### src/rtl/capp_tag_unit.sv
// capp_tag_unit: parametrised CAPP tag register bank with load/combine ops, select-first and a tag iterator.
// Optional build macro TAG_COUNT_EN adds a registered popcount output tag_count.
module capp_tag_unit #(
    parameter int WORDS = 100,
    parameter int IDXW  = $clog2(WORDS)
) (
    input  logic             CLK,
    input  logic             RST_N,
    input  logic             cmd_valid,
    output logic             cmd_ready,
    input  logic [2:0]       cmd_op,
    input  logic [WORDS-1:0] match_lines,
    output logic [WORDS-1:0] tags,
    output logic             some_none,
    output logic [IDXW-1:0]  first_idx,
`ifdef TAG_COUNT_EN
    output logic [IDXW:0]    tag_count,
`endif
    output logic             iter_valid,
    output logic [IDXW-1:0]  iter_idx,
    input  logic             iter_ready,
    output logic             iter_done
);

    typedef enum logic [2:0] {
        OP_NOP          = 3'd0,
        OP_LOAD         = 3'd1,
        OP_AND          = 3'd2,
        OP_OR           = 3'd3,
        OP_SET_ALL      = 3'd4,
        OP_CLEAR        = 3'd5,
        OP_SELECT_FIRST = 3'd6,
        OP_STEP         = 3'd7
    } op_e;

    typedef enum logic {
        ST_IDLE = 1'b0,
        ST_ITER = 1'b1
    } state_e;

    localparam logic [WORDS-1:0] ONE = WORDS'(1);

    state_e           state;
    logic [WORDS-1:0] lowest;
    logic [WORDS-1:0] rest;
    logic             accept;

    // Two's-complement trick isolates the lowest set tag without a priority chain.
    assign lowest    = tags & (~tags + ONE);
    assign rest      = tags & ~lowest;
    assign some_none = |tags;
    assign iter_idx  = first_idx;
    assign accept    = cmd_valid && cmd_ready;

    // NOTE: every always_comb output gets a default first so no latch is inferred.
    always_comb begin
        first_idx = '0;
        for (int i = WORDS - 1; i >= 0; i--) begin
            if (tags[i]) first_idx = IDXW'(i);
        end
    end

    // NOTE: sequential state uses non-blocking assignments so all registers update together at the edge.
    always_ff @(posedge CLK or negedge RST_N) begin
        if (!RST_N) begin
            state      <= ST_IDLE;
            tags       <= '0;
            cmd_ready  <= 1'b1;
            iter_valid <= 1'b0;
            iter_done  <= 1'b0;
        end else begin
            iter_done <= 1'b0;
            case (state)
                ST_IDLE: begin
                    if (accept) begin
                        case (op_e'(cmd_op))
                            OP_LOAD:         tags <= match_lines;
                            OP_AND:          tags <= tags & match_lines;
                            OP_OR:           tags <= tags | match_lines;
                            OP_SET_ALL:      tags <= '1;
                            OP_CLEAR:        tags <= '0;
                            OP_SELECT_FIRST: tags <= lowest;
                            OP_STEP: begin
                                if (some_none) begin
                                    state      <= ST_ITER;
                                    cmd_ready  <= 1'b0;
                                    iter_valid <= 1'b1;
                                end else begin
                                    iter_done  <= 1'b1;
                                end
                            end
                            default: ;
                        endcase
                    end
                end
                ST_ITER: begin
                    // The presented index is always the lowest set tag, so clearing it advances the walk.
                    if (iter_ready) begin
                        tags <= rest;
                        if (rest == '0) begin
                            state      <= ST_IDLE;
                            cmd_ready  <= 1'b1;
                            iter_valid <= 1'b0;
                            iter_done  <= 1'b1;
                        end
                    end
                end
                default: state <= ST_IDLE;
            endcase
        end
    end

`ifdef TAG_COUNT_EN
    logic [IDXW:0] pop;

    always_comb begin
        pop = '0;
        for (int i = 0; i < WORDS; i++) begin
            pop = pop + (IDXW+1)'(tags[i]);
        end
    end

    always_ff @(posedge CLK or negedge RST_N) begin
        if (!RST_N) tag_count <= '0;
        else        tag_count <= pop;
    end
`endif

endmodule

### config.mk
export PLATFORM = sky130hd
export DESIGN_NAME = capp_tag_unit
export DESIGN_NICKNAME = d
export VERILOG_FILES = /design/src/rtl/capp_tag_unit.sv
export SDC_FILE = /design/constraint.sdc
export NUM_CORES = 1
export LEC_CHECK = 0
export ABC_AREA = 0
export BUFFER_PORTS_ARGS = -buffer_cell sky130_fd_sc_hd__buf_4
export CAP_MARGIN = 20
export CORE_MARGIN = 2
export CORE_UTILIZATION = 61
export CTS_CLUSTER_DIAMETER = 80
export DETAILED_ROUTE_END_ITERATION = 10
export PLACE_DENSITY = 0.91
export SETUP_SLACK_MARGIN = 0.5
export SYNTH_ARGS = -nofsm -noshare
export SYNTH_HDL_FRONTEND = slang
export SYNTH_SLANG_ARGS = --single-unit
### constraint.sdc
create_clock -name CLK -period 10.1 [get_ports CLK]
set_input_delay 1.01 -clock CLK [delete_from_list [all_inputs] [get_ports CLK]]
set_output_delay 1.01 -clock CLK [all_outputs]
set_load 0.05 [all_outputs]
Word-level counts from Yosys, hierarchy flattened. Cells that the tools add are included.

Bits in registers: 104. Input bits: 107. Logic and storage cells: 159.

Mux-type cells: 128. Reduce and logical (&&, ||, !) cells: 5. Add/subtract/negate cells: 1. Bitwise logic cells: 7. Equal/unequal tests: 13.

Operators with widths (number): 2-to-1 mux 7 bit (100); case mux 100 bit (6 select lines) (1); bitwise AND 100 bit (3); 2-to-1 mux 100 bit (2); NOT 100 bit (2); case mux 100 bit (2 select lines) (1); adder 100 x 1 -> 100 bit (second input constant) (1); zero test 100 bit (1); bitwise OR 100 bit (1); OR reduction 100 bit (1); 2-to-1 mux 1 bit (20); == test 3 bit (second input constant) (4); case mux 1 bit (2 select lines) (4); inequality test 7 x 1 -> 1 bit (second input constant) (1); == test 3 x 2 -> 1 bit (second input constant) (2); inequality test 2 bit (second input constant) (3); AND reduction 5 bit (1); inequality test 2 x 1 -> 1 bit (second input constant) (2); == test 3 x 1 -> 1 bit (second input constant) (1); AND reduction 3 bit (1); logical AND 1 bit (1); NOT 1 bit (1).

Depth between registers and ports, before layout.
Depth after elaboration: 100. Gate-level depth with buffers: 13. Gate-level depth less buffers: 10.

Least setup slack after synthesis. Ideal clock, no wire load.

Kind: reg2out. Start: register tags[97]. End: output port iter_idx[1]. Arrival time: 3.602 ns. Path slack: 5.488 ns. Cell stages (with the launch flop): 12. Required time: 9.090 ns. Path buffers: 1. Cells stage by stage: dfrtp_1 -> nor2_1 -> o21ai_0 -> a311o_1 -> a211oi_1 -> o31ai_1 -> a211oi_1 -> o311ai_0 -> nand4_1 -> a21oi_1 -> o21ai_0 -> buf_4.

Cells in the longest elaborated chain, start to end: 98.

RTL lines: from (decl) (RTL line 13) `output logic [WORDS-1:0] tags,`; from (signal assigned) (RTL line 77) `OP_LOAD: tags <= match_lines;`; from (signal assigned) (RTL line 78) `OP_AND: tags <= tags & match_lines;`; from (signal assigned) (RTL line 79) `OP_OR: tags <= tags | match_lines;`; 2-to-1 mux 7 bit (98 in a row) (RTL line 59) `if (tags[i]) first_idx = IDXW'(i);`; to (decl) (RTL line 20) `output logic [IDXW-1:0] iter_idx,`.

Every way passes these cells.

Final worst setup path.
Start: register tags[15]. End: output port some_none.

Cells in the longest elaborated chain, start to end: 1.

RTL lines: OR reduction 100 bit (RTL line 51) `assign some_none = |tags;`; to (decl) (RTL line 14) `output logic some_none,`.

Every way passes these cells.

==> metrics.md <==
| Metric | Value |
|---|---|
| Setup_tns | 0 ns |
| Post-synth EDFFs | 0 |
| Worst skew pair latency | 0.37 ns |
| Worst Setup End Kind | output pin |
| RSZ-0062 raised after global routing | false |
| Min Hold Slack | 0.486 ns |
| Largest net degree at the start of global routing | 93 |
| Total CTS buffers | 9 |
| Status | completed |
| Iter 0 DRT Violations | 2626 |
| Dominant synthesized flop cell | dfrtp_1 |
| GRT Util Overall | 0.499 |
| Commonest non-fill, non-tap cells in the layout | o21ai_0 (249), buf_4 (239), a21oi_1 (233), nand2_1 (166), nor2_1 (103) |
| Clock transition at path regs | 0.09 ns |
| Residual DRC | 0 |
| CTS tree | built |
| Clk buf depth | 2 |
| DR WL/cell | between 20 and 25 µm |
| Critical Path, Cell by Cell | nor4_1 > nand4_1 > nor3_1 > nand2_1 > nor3_1 > nand2_1 > buf_4 |
| Most common cell after layout, fill and taps aside | o21ai_0 |
| FF-to-FF End | iter_valid |
| Number of diodes | 0 |
| Critical path endpoint | some_none |
| Pwr dens | 79.4 mW/mm² |
| Fin. max-slew vios | 0 |
| Final #Nets | 1798 |
| Crit path DAT | 4.24 ns |
| GRT overflow | 0 |
| First-pass GRT wire length | 72600 µm |
| H-tree depth | 3 |
| Max Clock Skew | around 0.011 ns |
| Seq cells post-synth | 104 |
| Vias in the first global route | around 13000 |
| R2R Setup Slk | 5.47 ns |
| Post-synth cell types | 72 |
| I/O Pins | 225 |
| Final hold vios | 0 |
| WL final | 47500 µm |
| Hold buffer count at cts | 0 |
| Static Leak | between 4 and 5 nW |
| Clk sinks | 104 |
| Final Instance Count excl. Fillers | 1921 |
| Top delay family on crit path | simple AND/OR/NAND/NOR gates |
| HPWL Detailed | ~33000 µm |
| Worst reg2reg path depth | 10 |
| DR pass1 iterations | 6 |
| Crit path max-delay cell type | nor3_1 |
| MaxCap Viol Count | 0 |
| Yosys warns | 0 |
| Setup Viol. Count Final | 0 |
| Worst Setup SP | tags[15] |
| Antenna violations before repair | 0 |
| Post-Place Cells | approximately 1900 |
| CP max stage delay | 0.86 ns |
| Final Cycle Share | 0.520 |
| Share of flip-flops with an asynchronous set or reset | 1.00 |
| Crit path depth | 7 |
| Mapped Cells | 1582 |
| Die width | 136 µm |
| Reg2reg start | tags[15] |
| Headroom to the max-slew limit | 0.234 |
| Antenna Violating Nets Remaining | 0 |
| Peak supply drop | 85.6 µV |
| Vias | 14700 |
| Setup Buffers After CTS | 0 |
| CP Launch Type | flip-flop |
| Final Power | about 990 µW |
| Worst Hold Class | reg2reg |
| Die Ht | around 140 µm |
| Seq/Total Area, Yosys | 0.245 |
| Slew of the pin with the lowest slew margin | roughly 1.1 ns |
| Cell Area, Synth | between 0.01 and 0.015 mm² |
| WP data required | between 9 and 10 ns |
| Fmax | roughly 0.19 GHz |
| Starting density of the core | 0.620 |
| Area Growth Syn to Fin | 17.3% |
| Vias per cell | 7.65 |
| Post-cts sizing count | 0 |
| Kind of critical path | reg2out |
| Worst Path Buf+Inv | 1 |
| Fraction of layout cells with a size suffix above 1 | 0.175 |
| GPL Wtd Cong | 1.04 |
| Core Rows | 48 |
| Buffers on Ports | ~220 |
| Die ar. | 0.0185 mm² |
| Fill count | 1480 |
| Min Clock Period, post-route | around 5.3 ns |
| Mapped Avg Cell Area | ~6.7 µm² |
| Core area | ~0.017 mm² |
| Clock root buffer | clkbuf_16 |
| CP max FO | 9 |
| Mapped Nets | 1689 |
-- area by class of cell --
type / instances / area (µm²) / share of cell area
Clock buffer: 9 / 225 / 0.0180
Clock inverter: 7 / 86.3 / 0.00691
Inverter: 80 / 300 / 0.0240
Tap cell: 225 / 282 / 0.0225
Multi-Input combinational cell: 1256 / 7200 / 0.576
Timing Repair Buffer: 240 / 1800 / 0.144
Sequential cell: 104 / 2610 / 0.208
-- Yosys cell counts, types with 5 or more instances --
cell type,n,area [µm²]
o211ai_1,5,37.5
nor4_2,10,125
a22oi_1,13,97.6
nor3_1,23,115
and4_1,6,52.6
and3_1,7,43.8
dfrtp_1,103,2580
or4_1,18,135
nor4_1,31,194
nand3_1,30,150
o22ai_1,77,482
inv_1,77,289
o2111ai_1,9,78.8
o21ai_0,250,1250
buf_2,11,55.1
or2_2,5,31.3
nand2_1,166,623
a211oi_1,29,218
a21o_1,6,45.0
or3_1,21,131
nor2_1,105,394
o21a_1,5,37.5
a221oi_1,60,526
a21oi_1,234,1170
o31ai_1,10,75.1
clkbuf_1,115,432
nor2b_1,13,81.3
nand4_1,24,150
a22o_1,8,70.1
a31oi_1,6,37.5
o41ai_1,6,52.6
buf_4,8,60.1
a21boi_0,11,82.6
buf_1,7,26.3
-- worst reg2reg max path, delay by kind of cell, from the launching register on --
family / cells / cell delay (ns)
flip-flops: 1 / 0.52
AND/OR/NAND/NOR: 7 / 3.24
AO/OA/AOI/OAI: 3 / 0.77
-- metal layers --
layer	share of wire	global-route usage	vias to the layer above
met2	0.42	0.737	1457
met5	0	0	-
met3	0.15	0.132	312
li1	-	-	6225
met4	0.072	0.288	0
met1	0.35	0.657	6696
-- sequential cells by signal, indices dropped and copies added (netlist names) --
| name | count |
|---|---|
| iter_valid | 1 |
| cmd_ready | 1 |
| iter_done | 1 |
| tags | 100 |
| state | 1 |
-- per-stage QoR --
step / area, µm² / setup WS, ns / util
after floorplan: 10600 / 5.49 / -
after global placement: 12200 / 5.61 / 0.709
after detailed placement: 12200 / 5.52 / 0.709
after CTS: 12500 / 5.12 / 0.727
after global routing: 12500 / 4.75 / 0.727
final: 12500 / 4.85 / 0.727
-- worst min-delay path by stage --
stage,to,from,cells past startpoint,slack [ns]
floorplan,cmd_ready,cmd_ready,2,0.57
global placement,cmd_ready,cmd_ready,2,0.47
detailed placement,cmd_ready,cmd_ready,2,0.48
CTS,cmd_ready,cmd_ready,2,0.49
global route,cmd_ready,cmd_ready,2,0.51
finish,cmd_ready,cmd_ready,2,0.49
-- cells by family (layout without fill, tap and decap cells) --
kind of cell,after synthesis,after routing,synth area share
xor+xnor,1,1,0.000823
compound gates,767,767,0.434
buf+inv,222,336,0.0831
simple gates,482,482,0.232
fa+ha+maj,2,2,0.00188
flops,104,104,0.245
mux,4,4,0.00423
-- where the power goes --
part / total (mW) / switching, mW / internal, mW
sequential: 0.416 / 0 / 0.416
combinational: 0.178 / 0.111 / 0.0672
clock: 0.398 / 0.200 / 0.199
total: 0.992 / 0.310 / 0.682
Note: power is estimated with default switching activity, not from simulation.
